[src/rtl/memory_port_arbiter.sv]
// memory_port_arbiter
//
// Arbitrates the processor's external memory port between two requesters:
// the serial command processor (port 0) and a second master (port 1). A granted
// request pauses the processor, waits PAUSE_SETTLE cycles, performs one WORD
// read or write on the external* lines and then pulses done for that port.
// A request accepted while finishing the previous one skips the settle phase
// because pause never drops between the two.
//
// Configuration macro:
//   MEM_ARB_ROUND_ROBIN_EN  defined   : ties go to the port not granted last.
//                           undefined : fixed priority, port 0 wins ties.
//
// Parameters:
//   PAUSE_SETTLE  cycles between pause rising and the access (1..15)
//   READ_LATENCY  cycles from read mode to valid externalDataOut (1..7)
//
// Ports:
//   clk, rst                       clock, asynchronous active-low reset
//   reqN_valid/write/address/data  request from port N (held until ready)
//   reqN_ready                     one-cycle accept pulse
//   reqN_done                      one-cycle completion pulse
//   reqN_rdata                     read data, held until port N's next read
//   pause                          stalls the processor
//   externalMemoryControl          external port owns memory (access cycles)
//   externalAddress/externalData   latched address and write data
//   externalReadMode/WriteMode     WORD during the access, NONE otherwise
//   externalDataOut                memory read data

module memory_port_arbiter #(
    parameter int unsigned PAUSE_SETTLE = 2,
    parameter int unsigned READ_LATENCY = 1
) (
    input  logic        clk,
    input  logic        rst,

    input  logic        req0_valid,
    input  logic        req0_write,
    input  logic [31:0] req0_address,
    input  logic [31:0] req0_data,
    output logic        req0_ready,
    output logic        req0_done,
    output logic [31:0] req0_rdata,

    input  logic        req1_valid,
    input  logic        req1_write,
    input  logic [31:0] req1_address,
    input  logic [31:0] req1_data,
    output logic        req1_ready,
    output logic        req1_done,
    output logic [31:0] req1_rdata,

    output logic        pause,
    output logic        externalMemoryControl,
    output logic [31:0] externalAddress,
    output logic [31:0] externalData,
    output logic [2:0]  externalReadMode,
    output logic [2:0]  externalWriteMode,
    input  logic [31:0] externalDataOut
);

    localparam logic [2:0] ReadWriteMode_NONE = 3'd0;
    localparam logic [2:0] ReadWriteMode_WORD = 3'd3;

    typedef enum logic [1:0] {StIdle, StSettle, StAccess, StDone} stateT;

    stateT       stateQ, stateD;
    logic [3:0]  settleCntQ, settleCntD;
    logic [2:0]  accessCntQ, accessCntD;
    logic        grantIdQ, grantIdD;
    logic        grantWriteQ, grantWriteD;
    logic [31:0] addrQ, addrD;
    logic [31:0] dataQ, dataD;
    logic [31:0] rdata0Q, rdata0D;
    logic [31:0] rdata1Q, rdata1D;

    logic anyValid;
    logic winner;
    logic accept;

`ifdef MEM_ARB_ROUND_ROBIN_EN
    logic lastQ, lastD;
`endif

    // Requests are ignored while reset is held so ready cannot pulse during reset.
    assign anyValid = (req0_valid | req1_valid) & rst;

`ifdef MEM_ARB_ROUND_ROBIN_EN
    assign winner = req0_valid ? (req1_valid ? ~lastQ : 1'b0) : 1'b1;
`else
    assign winner = ~req0_valid;
`endif

    always_comb begin
        stateD      = stateQ;
        settleCntD  = settleCntQ;
        accessCntD  = accessCntQ;
        grantIdD    = grantIdQ;
        grantWriteD = grantWriteQ;
        addrD       = addrQ;
        dataD       = dataQ;
        rdata0D     = rdata0Q;
        rdata1D     = rdata1Q;
`ifdef MEM_ARB_ROUND_ROBIN_EN
        lastD       = lastQ;
`endif
        accept                = 1'b0;
        pause                 = 1'b0;
        externalMemoryControl = 1'b0;
        externalReadMode      = ReadWriteMode_NONE;
        externalWriteMode     = ReadWriteMode_NONE;
        req0_ready            = 1'b0;
        req1_ready            = 1'b0;
        req0_done             = 1'b0;
        req1_done             = 1'b0;

        unique case (stateQ)
            StIdle: begin
                if (anyValid) begin
                    accept     = 1'b1;
                    stateD     = StSettle;
                    settleCntD = 4'(PAUSE_SETTLE);
                end
            end

            StSettle: begin
                pause      = 1'b1;
                settleCntD = settleCntQ - 4'd1;
                if (settleCntQ <= 4'd1) begin
                    stateD = StAccess;
                end
            end

            StAccess: begin
                pause                 = 1'b1;
                externalMemoryControl = 1'b1;
                if (grantWriteQ) begin
                    externalWriteMode = ReadWriteMode_WORD;
                    stateD            = StDone;
                end else begin
                    externalReadMode = ReadWriteMode_WORD;
                    // accessCnt counts down READ_LATENCY extra cycles; capture on the last.
                    if (accessCntQ == 3'd0) begin
                        if (grantIdQ) begin
                            rdata1D = externalDataOut;
                        end else begin
                            rdata0D = externalDataOut;
                        end
                        stateD = StDone;
                    end else begin
                        accessCntD = accessCntQ - 3'd1;
                    end
                end
            end

            StDone: begin
                pause     = 1'b1;
                req0_done = ~grantIdQ;
                req1_done = grantIdQ;
                if (anyValid) begin
                    accept = 1'b1;
                    stateD = StAccess;
                end else begin
                    stateD = StIdle;
                end
            end

            default: begin
                stateD = StIdle;
            end
        endcase

        if (accept) begin
            req0_ready  = ~winner;
            req1_ready  = winner;
            grantIdD    = winner;
            grantWriteD = winner ? req1_write : req0_write;
            addrD       = winner ? req1_address : req0_address;
            dataD       = winner ? req1_data : req0_data;
            accessCntD  = 3'(READ_LATENCY);
`ifdef MEM_ARB_ROUND_ROBIN_EN
            lastD       = winner;
`endif
        end
    end

    always_ff @(posedge clk or negedge rst) begin
        if (!rst) begin
            stateQ      <= StIdle;
            settleCntQ  <= 4'd0;
            accessCntQ  <= 3'd0;
            grantIdQ    <= 1'b0;
            grantWriteQ <= 1'b0;
            addrQ       <= 32'd0;
            dataQ       <= 32'd0;
            rdata0Q     <= 32'd0;
            rdata1Q     <= 32'd0;
        end else begin
            stateQ      <= stateD;
            settleCntQ  <= settleCntD;
            accessCntQ  <= accessCntD;
            grantIdQ    <= grantIdD;
            grantWriteQ <= grantWriteD;
            addrQ       <= addrD;
            dataQ       <= dataD;
            rdata0Q     <= rdata0D;
            rdata1Q     <= rdata1D;
        end
    end

`ifdef MEM_ARB_ROUND_ROBIN_EN
    // Reset to port 1 so port 0 wins the first tie.
    always_ff @(posedge clk or negedge rst) begin
        if (!rst) begin
            lastQ <= 1'b1;
        end else begin
            lastQ <= lastD;
        end
    end
`endif

    assign externalAddress = addrQ;
    assign externalData    = dataQ;
    assign req0_rdata      = rdata0Q;
    assign req1_rdata      = rdata1Q;

endmodule

[config.mk]
export PLATFORM = sky130hd
export DESIGN_NAME = memory_port_arbiter
export DESIGN_NICKNAME = d
export VERILOG_FILES = /design/src/rtl/memory_port_arbiter.sv
export SDC_FILE = /design/constraint.sdc
export NUM_CORES = 1
export LEC_CHECK = 0
export CAP_MARGIN = 20
export CELL_PAD_IN_SITES_DETAIL_PLACEMENT = 0
export CELL_PAD_IN_SITES_GLOBAL_PLACEMENT = 1
export CORE_MARGIN = 2
export CORE_UTILIZATION = 27
export DETAILED_ROUTE_END_ITERATION = 8
export PLACE_DENSITY = 0.78
export SYNTH_ARGS = -nofsm -noshare
export SYNTH_HDL_FRONTEND = slang
export SYNTH_SLANG_ARGS = --single-unit
[constraint.sdc]
create_clock -name clk -period 1.7 [get_ports clk]
set_input_delay 0.34 -clock clk [delete_from_list [all_inputs] [get_ports clk]]
set_output_delay 0.34 -clock clk [all_outputs]
set_load 0.01 [all_outputs]
### Yosys cells after proc, flatten, opt, wreduce, memory -nomap -nowiden

Cells that the tools add are included.

| operators by class | value |
|---|---|
| mux-type cells | 27 |
| add/sub/neg operators | 2 |
| reductions and logical operators | 11 |
| bitwise gates (word level) | 5 |
| order comparisons | 1 |
| eq/ne operators | 8 |

Operators by type and width:

| kind | number |
|---|---|
| two-way mux 32 bit | 2 |
| two-way mux 2 bit | 9 |
| two-way mux 3 bit | 4 |
| two-way mux 1 bit | 9 |
| case mux 2 bit (4 select lines) | 1 |
| case mux 4 bit (2 select lines) | 1 |
| AND reduction 4 bit | 2 |
| != test 2 bit, second input constant | 3 |
| AND reduction 3 bit | 2 |
| equality test 2 bit, second input constant | 2 |
| less-or-equal comparator 4 x 1 -> 1 bit, second input constant | 1 |
| two-way mux 4 bit | 1 |
| nonzero test 2 bit | 2 |
| subtractor 4 x 1 -> 4 bit, second input constant | 1 |
| zero test 3 bit | 1 |
| != test 3 bit, second input constant | 1 |
| inverter 1 bit | 3 |
| OR reduction 3 bit | 1 |
| subtractor 3 x 1 -> 3 bit, second input constant | 1 |
| equality test 2 x 1 -> 1 bit, second input constant | 1 |
| zero test 2 bit | 1 |
| != test 2 x 1 -> 1 bit, second input constant | 1 |
| AND reduction 2 bit | 1 |
| OR reduction 2 bit | 1 |
| other kinds (2) | 2 |

| word-level totals | value |
|---|---|
| bits in registers | 139 |
| word-level logic and storage cells | 63 |
| output and inout bits | 140 |
| input port bits | 166 |

### Depth between registers and ports, before layout

| logic depth | value |
|---|---|
| depth in word-level cells | 6 |
| depth in mapped cells | 8 |
| depth with buffers taken out | 7 |

### Least setup slack after synthesis

Ideal clock, no wire load.

| timing path | value |
|---|---|
| path type | reg2reg |
| start | register stateQ[0] |
| end | register rdata0Q[10], in the netlist req0_rdata[10] |
| period minus slack after synthesis | 1.946 ns |
| path buffers | 1 |
| data required time | 1.575 ns |
| cell stages (with the launch flop) | 8 |
| library setup time | 0.125 ns |
| path slack | -0.246 ns |
| arrival time | 1.821 ns |
| path through | dfrtp_1 > inv_1 > ha_1 > nor2b_2 > nand2_1 > nor2_4 > buf_6 > mux2_2 |

| between the ends | value |
|---|---|
| cells in the longest elaborated chain, start to end | 2 |

Ends and longest elaborated chain:

| what | line | text |
|---|---|---|
| start, declared | 67 | `stateT stateQ, stateD;` |
| start signal, assigned | 189 | `stateQ <= StIdle;` |
| start signal, assigned | 199 | `stateQ <= stateD;` |
| equality test 2 bit | 117 | `unique case (stateQ)` |
| AND reduction 4 bit (no source line) | n/a |  |
| end signal, assigned | 206 | `rdata0Q <= rdata0D;` |
| end, declared | 74 | `logic [31:0] rdata0Q, rdata0D;` |

No other way between the ends.
A chain may end at the register's enable or synchronous reset.

### Worst setup path after layout

| timing path | value |
|---|---|
| start | register stateQ[1] |
| end | register rdata1Q[30], in the netlist req1_rdata[30] |

| between the ends | value |
|---|---|
| cells in the longest elaborated chain, start to end | 2 |

Ends and longest elaborated chain:

| what | line | text |
|---|---|---|
| equality test 2 bit | 117 |  |
| AND reduction 4 bit (no source line) | n/a |  |
| end signal, assigned | 207 | `rdata1Q <= rdata1D;` |
| end, declared | 75 | `logic [31:0] rdata1Q, rdata1D;` |

No other way between the ends.

==> flow_summary.json <==
{
  "ys_types": 35,
  "setup_ws_ns": -0.229,
  "fin_setup_tns_ns": -10.87,
  "outcome": "finished, violations left",
  "vias": 4982,
  "clkLatencyLatePin_ns": 0.42,
  "end_kind": "flip-flop",
  "die_area_um2": 23900,
  "arrival_ns": 2.23,
  "n_antenna_cell": 0,
  "synthTopCellsByCount": "dfrtp_1, nand2_1, mux2i_1",
  "nNetsFinal": 1007,
  "rsz0062_at_grt": "true",
  "synth.top_cell.area_share_pct": 56.7,
  "clk_root_buffer_cell": "clkbuf_16",
  "grt_usage_pct": 15.4,
  "setup-violations-final": 74,
  "gr-total-overflow": 0,
  "wl_per_cell_um": 17.1,
  "syn_avg_cell_area_um2": 12.3,
  "drive_gt1_share_pct": 20.5,
  "p_leak_nw": 5.64,
  "wl_um": 19300,
  "power_frac_seq_pct": 33.2,
  "yosysSeqAreaShare_pct": 56.7,
  "internal_power_mw": 11.4,
  "dp_hpwl_um": 12800,
  "fmax_mhz": 518,
  "fp-row-count": 55,
  "start_util_pct": 27.3,
  "synth.area.top_cells": "dfrtp_1, mux2_2, mux2i_1",
  "power_switching_mw": 5.68,
  "grt_pass1_vias": 4960,
  "synthArstFlopShare_pct": 100,
  "synthFlopType": "dfrtp_1",
  "worst_r2r_path_depth": 9,
  "yosysTopAreaCell": "dfrtp_1",
  "p_clk_share_pct": 21.6,
  "vias_per_cell": 4.41,
  "io_buffers": 303,
  "dieWidth_um": 155,
  "fin_worst_skew_ns": 0.0106,
  "swShare_pct": 33.3,
  "violations": "negative setup slack",
  "min_period_over_period_pct": 113,
  "finalNonFillerCells": 1130,
  "maxCapViolCount": 0,
  "synthesis.yosys.warnings": 0,
  "synth_edf_count": 0,
  "p_comb_share_pct": 45.2,
  "power.density_nw_per_um2": 1580,
  "ir_worst_vdd_mv": 0.590,
  "firstDrtPassIters": 4,
  "antenna_found_initial": 0,
  "antenna_left": 0,
  "synth_most_common_cell": "dfrtp_1",
  "finalHoldWorstSlack_ns": 0.139,
  "netlist_area_um2": 6130,
  "cts_buffers": 17,
  "period_needed_ns": 1.93,
  "dieHeight_um": 155,
  "cts.sinks": 139,
  "cp_data_required_time_ns": 2.00,
  "cp_max_fo": 8,
  "fillCellCount": 2076,
  "worstSetupStartpointType": "flip-flop",
  "grt_pass1_wl_um": 28000,
  "critPathKind": "reg -> reg",
  "place.gp.congestion": 0.725,
  "netlist_instances": 498,
  "area_delta_synth_final_pct": 76.2,
  "ios": 306,
  "clock_path_buffers": 2,
  "maxSlewHeadroom_pct": 48.5,
  "clk_pin_slew_ns": 0.07,
  "htreeDepth": 4,
  "grt_max_degree": 140,
  "core-area_um2": 22500,
  "cts_tree": "built",
  "maxSlewViolCount": 0,
  "route.detailed.drc": 0,
  "hold_class": "in -> async",
  "drt_iter0_markers": 138,
  "hold_viol_final": 0,
  "placed_cells": 1078,
  "ys_ff_latch": 139,
  "tightest_slew_ns": 0.773
}
-- critical path, cell delays in order (launching register included) --
cell	delay, ns
dfrtp_1	0.39
buf_4	0.16
ha_4	0.16
nor2b_4	0.13
buf_6	0.12
buf_6	0.11
nand3_4	0.15
buf_6	0.14
buf_16	0.13
mux2_2	0.33
-- power by group through the flow --
stage / sequential [mW] / combinational, mW / clock (mW)
floorplan: 6.35 / 2.63 / 0
global placement: 5.66 / 7.42 / 0
detailed placement: 5.74 / 7.48 / 0
CTS: 5.70 / 7.76 / 3.81
global route: 5.86 / 8.35 / 3.98
finish: 5.66 / 7.71 / 3.69
-- placed cells by master, fill, tap and decap left out, types with 2 or more instances in the layout --
| master | instances |
|---|---|
| inv_6 | 7 |
| mux2_4 | 34 |
| ha_1 | 6 |
| buf_2 | 7 |
| clkinv_4 | 2 |
| dlygate4sd2_1 | 11 |
| and2_1 | 2 |
| mux2_2 | 30 |
| dlymetal6s2s_1 | 70 |
| nand2_1 | 73 |
| nor2_4 | 2 |
| o211ai_1 | 2 |
| nor2_1 | 7 |
| clkbuf_16 | 19 |
| inv_2 | 2 |
| clkinvlp_4 | 2 |
| o31ai_1 | 2 |
| buf_4 | 21 |
| mux2i_1 | 66 |
| dfrtp_1 | 139 |
| ha_2 | 2 |
| o21ai_1 | 60 |
| inv_8 | 2 |
| clkdlybuf4s50_1 | 211 |
| buf_6 | 10 |
| nand4b_1 | 2 |
| o21ai_2 | 6 |
| buf_12 | 7 |
| inv_1 | 7 |
| conb_1 | 2 |
| a21o_1 | 2 |
| nand3_1 | 2 |
| buf_16 | 7 |
-- layout make-up --
type	count	area (um^2)	area share [%]
Clock buffer	18	439	4.06
Clock inverter	14	146	1.35
Inverter	9	33.8	0.313
Multi-Input combinational cell	317	2550	23.6
Sequential cell	139	3480	32.2
Tap cell	285	357	3.30
Timing Repair Buffer	348	3800	35.2
-- metal layers --
layer | global-route usage [%] | wire length, um | vias up
met3 | 5.30 | 1420 | 17
met5 | 0 | 0 | -
met4 | 4.81 | 310 | 0
li1 | - | - | 2384
met2 | 26.4 | 9600 | 223
met1 | 18.1 | 8020 | 2358
-- flip-flops by register name, indices dropped and copies added, names as in the netlist --
name / count
stateQ: 2
settleCntQ: 4
req0_rdata: 32
grantIdQ: 1
accessCntQ: 3
req1_rdata: 32
externalData: 32
externalAddress: 32
grantWriteQ: 1
-- logic make-up after synthesis --
logic type / share of synthesized area [%]
adders and majority gates: 1.84
other: 0.0611
muxes: 22.5
DFF: 56.7
and+or+nand+nor: 7.02
buffers and inverters: 4.85
AOI/OAI and AO/OA: 7.02
-- path summary, 6_finish.rpt --
check,start,to,slack (ns)
max,stateQ[1],req1_rdata[30],-0.23
min reg2reg,externalData[6],externalData[6],0.48
max in group asynchronous,rst,externalData[9],0.98
max reg2reg,stateQ[1],req1_rdata[30],-0.23
min in group clk,externalData[6],externalData[6],0.48
min,rst,grantIdQ,0.14
-- timing repair --
item | in CTS | in global routing
gates resized for setup | 93 | 82
gates cloned | 6 | 2
hold buffers | 0 | 0
endpoints found under the setup margin | 85 | 157
pin swaps | 4 | 1
buffers inserted | 13 | 1
-- per-stage QoR --
stage               utilization [%]  cell area (um^2)  power [mW]  worst slack [ns]
floorplan                         -              6200        8.98           -0.0226
global placement               42.6              9590        13.1            -0.466
detailed placement             42.6              9590        13.2            -0.473
CTS                            47.0             10600        17.3            -0.230
global route                   48.0             10800        18.2            -0.292
finish                         48.0             10800        17.1            -0.229
(Power assumes the default switching activity.)
